===== config.mk =====
export PLATFORM = sky130hd
export DESIGN_NAME = fetch_stage
export DESIGN_NICKNAME = d
export VERILOG_FILES = /design/src/rtl/fetch_pkg.sv /design/src/rtl/fetch_stage_if_id_reg.sv /design/src/rtl/fetch_stage.sv
export SDC_FILE = /design/constraint.sdc
export NUM_CORES = 1
export LEC_CHECK = 0
export BUFFER_PORTS_ARGS = -buffer_cell sky130_fd_sc_hd__buf_2
export CAP_MARGIN = 20
export CORE_ASPECT_RATIO = 0.8
export CORE_UTILIZATION = 43
export CTS_CLUSTER_DIAMETER = 40
export DETAILED_ROUTE_END_ITERATION = 7
export GPL_TIMING_DRIVEN = 1
export PLACE_DENSITY_LB_ADDON = 0.25
export SLEW_MARGIN = 5
export SYNTH_ARGS = -nofsm -noshare
export SYNTH_HDL_FRONTEND = slang
export SYNTH_SLANG_ARGS = --single-unit

===== constraint.sdc =====
create_clock -name clk -period 3.3 [get_ports clk]
set_input_delay 0 -clock clk [delete_from_list [all_inputs] [get_ports clk]]
set_output_delay 0 -clock clk [all_outputs]
set_load 0.05 [all_outputs]

===== src/rtl/fetch_pkg.sv =====
// Shared types and constants for the instruction fetch stage.
// No logic; holds FSM encoding, IF/ID record layout and instruction field positions.
// Optional skid buffer is enabled by defining FETCH_SKID_BUFFER_EN.
package fetch_pkg;

    typedef enum logic [1:0] {
        IDLE = 2'd0,
        REQ  = 2'd1,
        HOLD = 2'd2,
        DROP = 2'd3
    } fetch_state_t;

    localparam logic [5:0] OPCODE_RTYPE = 6'b000000;

    // Instruction field bit positions (MIPS-style encoding)
    localparam int OP_MSB = 31;
    localparam int OP_LSB = 26;
    localparam int RS_MSB = 25;
    localparam int RS_LSB = 21;
    localparam int RT_MSB = 20;
    localparam int RT_LSB = 16;
    localparam int RD_MSB = 15;
    localparam int RD_LSB = 11;

    // Contents of the IF/ID pipeline register
    typedef struct packed {
        logic [31:0] instr;
        logic [31:0] pc4;
    } if_id_t;

endpackage


===== src/rtl/fetch_stage_if_id_reg.sv =====
// IF/ID pipeline register: holds one fetched instruction plus its valid flag.
// Latency: one cycle from load to visible contents.
// Backpressure: contents hold until consumed; flush beats load beats consume.
module if_id_reg
    import fetch_pkg::*;
(
    input  logic   clk,
    input  logic   rst_n,
    input  logic   load,
    input  logic   flush,
    input  logic   consume,
    input  if_id_t load_dat,
    output logic   ifid_vld,
    output if_id_t ifid_dat
);

    // Valid/data update: a redirect kills the entry, a load refills it, a consume empties it
    always_ff @(posedge clk) begin
        if (!rst_n) begin
            ifid_vld <= 1'b0;
            ifid_dat <= '0;
        end else if (flush) begin
            ifid_vld <= 1'b0;
        end else if (load) begin
            ifid_vld <= 1'b1;
            ifid_dat <= load_dat;
        end else if (consume) begin
            ifid_vld <= 1'b0;
        end
    end

endmodule


===== src/rtl/fetch_stage.sv =====
// Instruction fetch: PC, memory request FSM, IF/ID register and register-file address decode.
// Latency: request issued the cycle after entering REQ; response lands in IF/ID on the next edge.
// Backpressure: DecReady low with IF/ID full stalls fetch; FETCH_SKID_BUFFER_EN adds a one-entry skid.
module fetch_stage
    import fetch_pkg::*;
#(
    parameter logic [31:0] RESET_PC = 32'h0000_0000,
    parameter logic [31:0] PC_STEP  = 32'd4
) (
    input  logic        clk,
    input  logic        rst_n,
    output logic [31:0] IMemAddr,
    output logic        IMemReq,
    input  logic        IMemAck,
    input  logic [31:0] IMemData,
    input  logic        BrTaken,
    input  logic [31:0] BrTarget,
    input  logic        DecReady,
    output logic        IfIdValid,
    output logic [31:0] IfIdInstr,
    output logic [31:0] IfIdPC4,
    output logic [4:0]  ARead1,
    output logic [4:0]  ARead2,
    output logic [4:0]  AWR
);

    fetch_state_t state, state_nxt;
    logic [31:0]  pc, pc_nxt, pc_inc;
    logic         ifid_load, ifid_flush;
    logic         stall;
    if_id_t       load_dat, ifid_dat;

    assign pc_inc   = pc + PC_STEP;
    assign stall    = IfIdValid && !DecReady;
    assign IMemAddr = pc;

`ifdef FETCH_SKID_BUFFER_EN
    logic   skid_vld, skid_set, skid_clr;
    if_id_t skid_dat;

    // A response that cannot enter IF/ID can park in the skid, so keep requesting
    assign IMemReq = (state == REQ);

    // Skid entry: filled by a response arriving while IF/ID is blocked, drained on DecReady or redirect
    always_ff @(posedge clk) begin
        if (!rst_n) begin
            skid_vld <= 1'b0;
            skid_dat <= '0;
        end else if (skid_clr) begin
            skid_vld <= 1'b0;
        end else if (skid_set) begin
            skid_vld <= 1'b1;
            skid_dat <= '{instr: IMemData, pc4: pc_inc};
        end
    end
`else
    // Without a skid, never issue a request whose response would have nowhere to go
    assign IMemReq = (state == REQ) && !stall;
`endif

    // State and PC registers
    always_ff @(posedge clk) begin
        if (!rst_n) begin
            state <= IDLE;
            pc    <= RESET_PC;
        end else begin
            state <= state_nxt;
            pc    <= pc_nxt;
        end
    end

    // Next state, PC update and IF/ID control; redirects always win over capture
    always_comb begin
        state_nxt  = state;
        pc_nxt     = pc;
        ifid_load  = 1'b0;
        ifid_flush = 1'b0;
        load_dat   = '{instr: IMemData, pc4: pc_inc};
`ifdef FETCH_SKID_BUFFER_EN
        skid_set   = 1'b0;
        skid_clr   = 1'b0;
`endif
        case (state)
            IDLE: begin
                state_nxt = REQ;
                if (BrTaken) begin
                    pc_nxt     = BrTarget;
                    ifid_flush = 1'b1;
                end
            end
            REQ: begin
                if (BrTaken) begin
                    pc_nxt     = BrTarget;
                    ifid_flush = 1'b1;
                    // An issued request still owes a response that must be thrown away
                    state_nxt  = (IMemReq && !IMemAck) ? DROP : REQ;
                end else if (IMemReq && IMemAck) begin
                    pc_nxt = pc_inc;
`ifdef FETCH_SKID_BUFFER_EN
                    if (stall) begin
                        skid_set  = 1'b1;
                        state_nxt = HOLD;
                    end else begin
                        ifid_load = 1'b1;
                    end
`else
                    ifid_load = 1'b1;
`endif
                end
`ifndef FETCH_SKID_BUFFER_EN
                else if (stall) begin
                    state_nxt = HOLD;
                end
`endif
            end
            HOLD: begin
                if (BrTaken) begin
                    pc_nxt     = BrTarget;
                    ifid_flush = 1'b1;
                    state_nxt  = REQ;
`ifdef FETCH_SKID_BUFFER_EN
                    skid_clr   = 1'b1;
`endif
                end else if (DecReady) begin
                    state_nxt = REQ;
`ifdef FETCH_SKID_BUFFER_EN
                    ifid_load = skid_vld;
                    load_dat  = skid_dat;
                    skid_clr  = 1'b1;
`endif
                end
            end
            DROP: begin
                if (BrTaken) begin
                    pc_nxt     = BrTarget;
                    ifid_flush = 1'b1;
                end
                if (IMemAck) begin
                    state_nxt = REQ;
                end
            end
            default: state_nxt = IDLE;
        endcase
    end

    if_id_reg u_if_id_reg (
        .clk      (clk),
        .rst_n    (rst_n),
        .load     (ifid_load),
        .flush    (ifid_flush),
        .consume  (DecReady),
        .load_dat (load_dat),
        .ifid_vld (IfIdValid),
        .ifid_dat (ifid_dat)
    );

    assign IfIdInstr = ifid_dat.instr;
    assign IfIdPC4   = ifid_dat.pc4;

    // Register-file addresses: R-type writes rd, everything else writes rt
    assign ARead1 = IfIdInstr[RS_MSB:RS_LSB];
    assign ARead2 = IfIdInstr[RT_MSB:RT_LSB];
    assign AWR    = (IfIdInstr[OP_MSB:OP_LSB] == OPCODE_RTYPE) ? IfIdInstr[RD_MSB:RD_LSB]
                                                               : IfIdInstr[RT_MSB:RT_LSB];

endmodule


== Word-level counts from Yosys, hierarchy flattened ==
Cells that the tools add are included.

* Register bits after elaboration: 99
* Bits in latches: 0
* Bits in writable memories: 0
* Bits in read-only memories: 0
* Output and inout bits: 113
* Word-level logic and storage cells: 53
* Memories: 0

* Add/subtract/negate cells: 1
* $mul: 0
* Divide/modulo/power cells: 0
* Order comparisons: 0
* Eq/ne operators: 9
* Shift operators: 0
* Multiplexer cells: 20
* Bitwise logic cells: 2
* Reduce and logical (&&, ||, !) cells: 16

{| class="wikitable"
|+ Operators by type and width
! cell !! number
|-
| 32-bit two-way mux || 3
|-
| 32-bit case mux with 2 select lines || 1
|-
| 32-bit by 3-bit adder with 32-bit output (second input constant) || 1
|-
| 2-bit two-way mux || 7
|-
| 3-bit inequality test (second input constant) || 3
|-
| 2-bit case mux with 4 select lines || 1
|-
| 1-bit two-way mux || 7
|-
| 6-bit zero test || 1
|-
| 5-bit two-way mux || 1
|-
| 2-bit equality test (second input constant) || 2
|-
| 1-bit logical AND || 4
|-
| 2-bit AND reduction || 2
|-
| 4-bit AND reduction || 1
|-
| 4-bit OR reduction || 1
|-
| 1-bit zero test || 3
|-
| 3-bit by 2-bit inequality test with 1-bit output (second input constant) || 1
|-
| 3-bit OR reduction || 1
|-
| 2-bit by 1-bit equality test with 1-bit output (second input constant) || 1
|-
| 2-bit zero test || 1
|-
| 2-bit by 1-bit inequality test with 1-bit output (second input constant) || 1
|-
| 2-bit inequality test (second input constant) || 1
|-
| 1-bit NOT || 2
|-
| 2-bit nonzero test || 1
|-
| 2-bit OR reduction || 1
|}

== Logic depth before layout (Yosys ltp) ==
* Depth after elaboration: 9
* Depth in mapped cells: 7
* Depth with buffers taken out: 6

== Modules after synthesis ==
A second synthesis with hierarchy kept.

* Cells, all modules: 619
* Area total of the unflattened synthesis: 5245.0 µm²

{| class="wikitable"
|+ Modules (own cells, without submodules)
! module !! instances !! cells an instance !! area an instance (µm²) !! seq. area each (µm²)
|-
| if_id_reg || 1 || 282 || 2670.1 || 1301.2
|-
| fetch_stage || 1 || 337 || 2575.0 || 680.7
|}

== Worst setup path before layout ==
OpenSTA, ideal clock, no wires.

* Path kind: register to register
* From: register pc[4] (netlist: IMemAddr[4])
* To: register pc[23] (netlist: IMemAddr[23])
* Library setup time: 0.074 ns
* Data arrival time: 2.327 ns
* Data required time: 3.226 ns
* Setup slack: 0.899 ns
* Cell stages (with the launch flop): 7
* Path buffers: 2
* Period minus slack after synthesis: 2.401 ns
* Path through: dfxtp_1 > buf_2 > nand4_2 > or4_1 > buf_2 > or4_1 > a31oi_1

* Longest elaborated chain between the ends: 4

{| class="wikitable"
|+ RTL lines
! what !! line !! text
|-
| from (decl) || fetch_stage.sv:28 || <nowiki>logic [31:0] pc, pc_nxt, pc_inc;</nowiki>
|-
| from (signal assigned) || fetch_stage.sv:68 || <nowiki>pc <= pc_nxt;</nowiki>
|-
| 32-bit by 3-bit adder with 32-bit output || fetch_stage.sv:33 || <nowiki>assign pc_inc = pc + PC_STEP;</nowiki>
|-
| 32-bit two-way mux || fetch_stage.sv:97 || <nowiki>end else if (IMemReq && IMemAck) begin</nowiki>
|-
| 32-bit two-way mux || fetch_stage.sv:92 || <nowiki>if (BrTaken) begin</nowiki>
|-
| 32-bit case mux with 2 select lines || fetch_stage.sv:83 || <nowiki>case (state)</nowiki>
|}

No other way between the ends. The select of a mux whose other input is x is not followed.
A chain may end at the register's enable or synchronous reset.

== Worst setup path in the final report ==
* From: register pc[2] (netlist: IMemAddr[2])
* To: register pc[20] (netlist: IMemAddr[20])

Same word-level chain as after synthesis.

==> metrics <==
clk buf depth=2; DR pass1 iterations=5; switching share of power=29.60%; Avg Cell Area, Syn=7.883 sq um; FP Rows=34; Power Total=between 3 and 4 mW; Yosys top cell by area=dfxtp_1; met3 routed WL=1052 um; final wirelength=around 15000 um; Arrival @ worst endpoint=2970 ps; DRC=0; final setup TNS=0 ps; EDFF count, synth=0; Top Ports=182; Root Buffer=clkbuf_16; Combinational Power Share=approximately a fifth; Vias=5144; initial DRC count=372; Final Max Tran Viols=0; Hold-fix buffers, CTS=48; n_diodes=0; Layout Skew=4.975 ps; Final Cycle Share=82.26%; WL per Instance=15.74 um; status=completed; M1 WL=6762 um; Max Cap Viol=0; post-DP HPWL=about 10000 um; CTS tree=built; final hold violations=0; Via density=about 5.5; Internal Dissipation=approximately 2.3 mW; Clock power frac=roughly two fifths; worst min-delay path class=in -> reg; CP bufs+invs=0; layout cells sized above 1=between 20 and 30%; vias in the first global route=4414; initial antenna violation count=0; Port-buffer cells=181; crit-path cells=ha_1 > nand3_1 > nor4_1 > nand4_1 > o31a_1 > o221ai_1; grt total ovfl=0; Cell Area, Synth=0.004777 sq mm; largest net degree at the start of global routing=53; CTS sink cnt=99; Area contributors post-synth=dfxtp_1 (41%), nand2_1 (8.1%), a21oi_1 (7.3%); Flop pwr share=about 41%; slowest CP cell=nor4_1; Worst EP required=3550 ps; Top FF cell, synth=dfxtp_1; crit path kind=reg -> reg; GP Congestion=about 0.9; crit path capture type=flip-flop; WL met2=6715 um; RSZ-0062 raised after global routing=false; post-synth cell types=55; Leak=2.795 nW; Largest delay share family, worst path=simple AND/OR/NAND/NOR gates; Synth Warn #=0; # H-tree levels=3; die height=just under 100 um; worst skew pair latency=340 ps; wire length of the first global-routing pass=around 22000 um; # setup viols final=0; area fraction of the dominant cell type after synthesis=between 40 and 50%; Worst setup SP type=flip-flop; crit path max fanout=9; starting density of the core=44.04%; die area=0.01154 sq mm; worst IR drop on VDD=0.3254 mV; Clock transition at path regs=70 ps; sequential element share of the synthesized area=41.49%; Largest stage delay, worst path=810 ps; Post-synth ARST share=0%; core area=0.01085 sq mm; post-cts resize count=0; Slew headroom=39.47%; Synth Instances=606; Post-CTS Setup Inserts=0; fmax=368.4 MHz; Tmin final=around 2700 ps; total track usage=24.60%; CTS Buf Count=9; slew at the pin closest to its max-slew limit=907.9 ps; NetSw=0.9676 mW; Final nets=~860; Die X-Extent=119.8 um; Pwr per Cell Area=501.4 mW/mm^2; Area growth syn-to-layout=36.48%; highest routed layer=met4; Yosys reg bits=99; post-synth net total=676; post-route ant nets=0
[worst reg2reg max path: stages, from the launching register on]
cell and delay, ps:
dfxtp_1 450, ha_1 300, nand3_1 290, nor4_1 810
nand4_1 280, o31a_1 310, o221ai_1 190
[flip-flops by register name, summed over array words and instances (netlist names)]
signal,count
IMemAddr,32
state,2
u_if_id_reg.ifid_dat,64
u_if_id_reg.ifid_vld,1
[power groups by stage]
stage / clock network [mW] / registers [mW] / logic (mW)
2_1_floorplan: 0 / 1.53 / 0.257
3_3_place_gp: 0 / 1.36 / 0.581
3_5_place_dp: 0 / 1.36 / 0.589
4_1_cts: 1.32 / 1.33 / 0.636
5_1_grt: 1.37 / 1.34 / 0.680
6_report: 1.30 / 1.33 / 0.639
[worst paths after layout]
check / startpoint / to / slack (ps) / cells past startpoint
max: IMemAddr[2] / IMemAddr[20] / 590 / 6
min: BrTarget[18] / IMemAddr[18] / 20 / 4
max reg2reg: IMemAddr[2] / IMemAddr[20] / 590 / 6
min reg2reg: u_if_id_reg.ifid_dat[39] / u_if_id_reg.ifid_dat[39] / 460 / 2
[stage by stage]
| stage | hold WS [ps] | instance area [sq um] | instances | setup WS [ps] | util (%) |
|---|---|---|---|---|---|
| 2_1_floorplan | 119.5 | 4777 | 606 | 899.0 | - |
| 3_3_place_gp | 233.1 | 5644 | 877 | 990.2 | 52.03 |
| 3_5_place_dp | 234.8 | 5664 | 878 | 754.3 | 52.21 |
| 4_1_cts | 13.61 | 6520 | 942 | 721.6 | 60.10 |
| 5_1_grt | 39.53 | 6520 | 942 | 450.5 | 60.10 |
| 6_report | 23.19 | 6520 | 942 | 585.4 | 60.10 |
[synth_stat cells, types with 5 or more instances]
cell type / instances
clkbuf_1: 36
nand4_1: 15
nor4_1: 9
o31a_1: 5
a21oi_1: 70
a211oi_1: 10
and3_1: 6
nor3_1: 8
dfxtp_1: 99
nand2_1: 103
o21ai_0: 35
nand3_1: 18
nor2_1: 41
o21a_1: 5
buf_4: 13
o22ai_1: 10
and2_1: 11
xnor2_1: 15
a22oi_1: 5
mux2i_1: 6
a31oi_1: 9
xor2_1: 13
buf_2: 5
mux2_2: 5
[logic make-up (layout without fill, tap and decap cells)]
family / Yosys count / in the layout / share of synthesized area (%)
simple gates: 236 / 236 / 23.68
compound gates: 166 / 166 / 20.69
flops: 99 / 99 / 41.49
buf+inv: 65 / 257 / 6.312
xor+xnor: 28 / 28 / 5.134
mux: 11 / 11 / 2.436
fa+ha+maj: 1 / 1 / 0.2619
[layer usage]
| metal | vias to the layer above | GRT usage (%) |
|---|---|---|
| li1 | 2505 | - |
| met4 | 0 | 8.542 |
| met5 | - | 0 |
| met2 | 199 | 38.54 |
| met3 | 27 | 5.865 |
| met1 | 2413 | 33.14 |
[cell type report]
type                            instances  area, sq um
Multi-Input combinational cell        442         2500
Fill cell                            1007         4328
Inverter                                5        18.77
Tap cell                              144        180.2
Clock inverter                          6        136.4
Sequential cell                        99         1982
Timing Repair Buffer                  236         1464
Clock buffer                           10        239.0
[layout by cell type (no fill, tap or decap), types with 4 or more instances in the layout]
master,count
buf_4,5
nor4_1,9
a211oi_1,10
o22ai_1,10
mux2_2,5
a21oi_1,70
mux2i_1,6
a31oi_1,9
o31a_1,5
or4_1,4
nand3_1,17
a22oi_1,5
xor2_1,13
nand4_1,15
and2_1,11
nor3_1,8
nor2_1,41
dlygate4sd3_1,48
clkbuf_16,9
o21a_1,5
dfxtp_1,99
nand2_1,103
nor2b_1,4
bufinv_16,4
o21ai_0,35
buf_2,181
xnor2_1,15
and3_1,5
(Power assumes the default switching activity.)
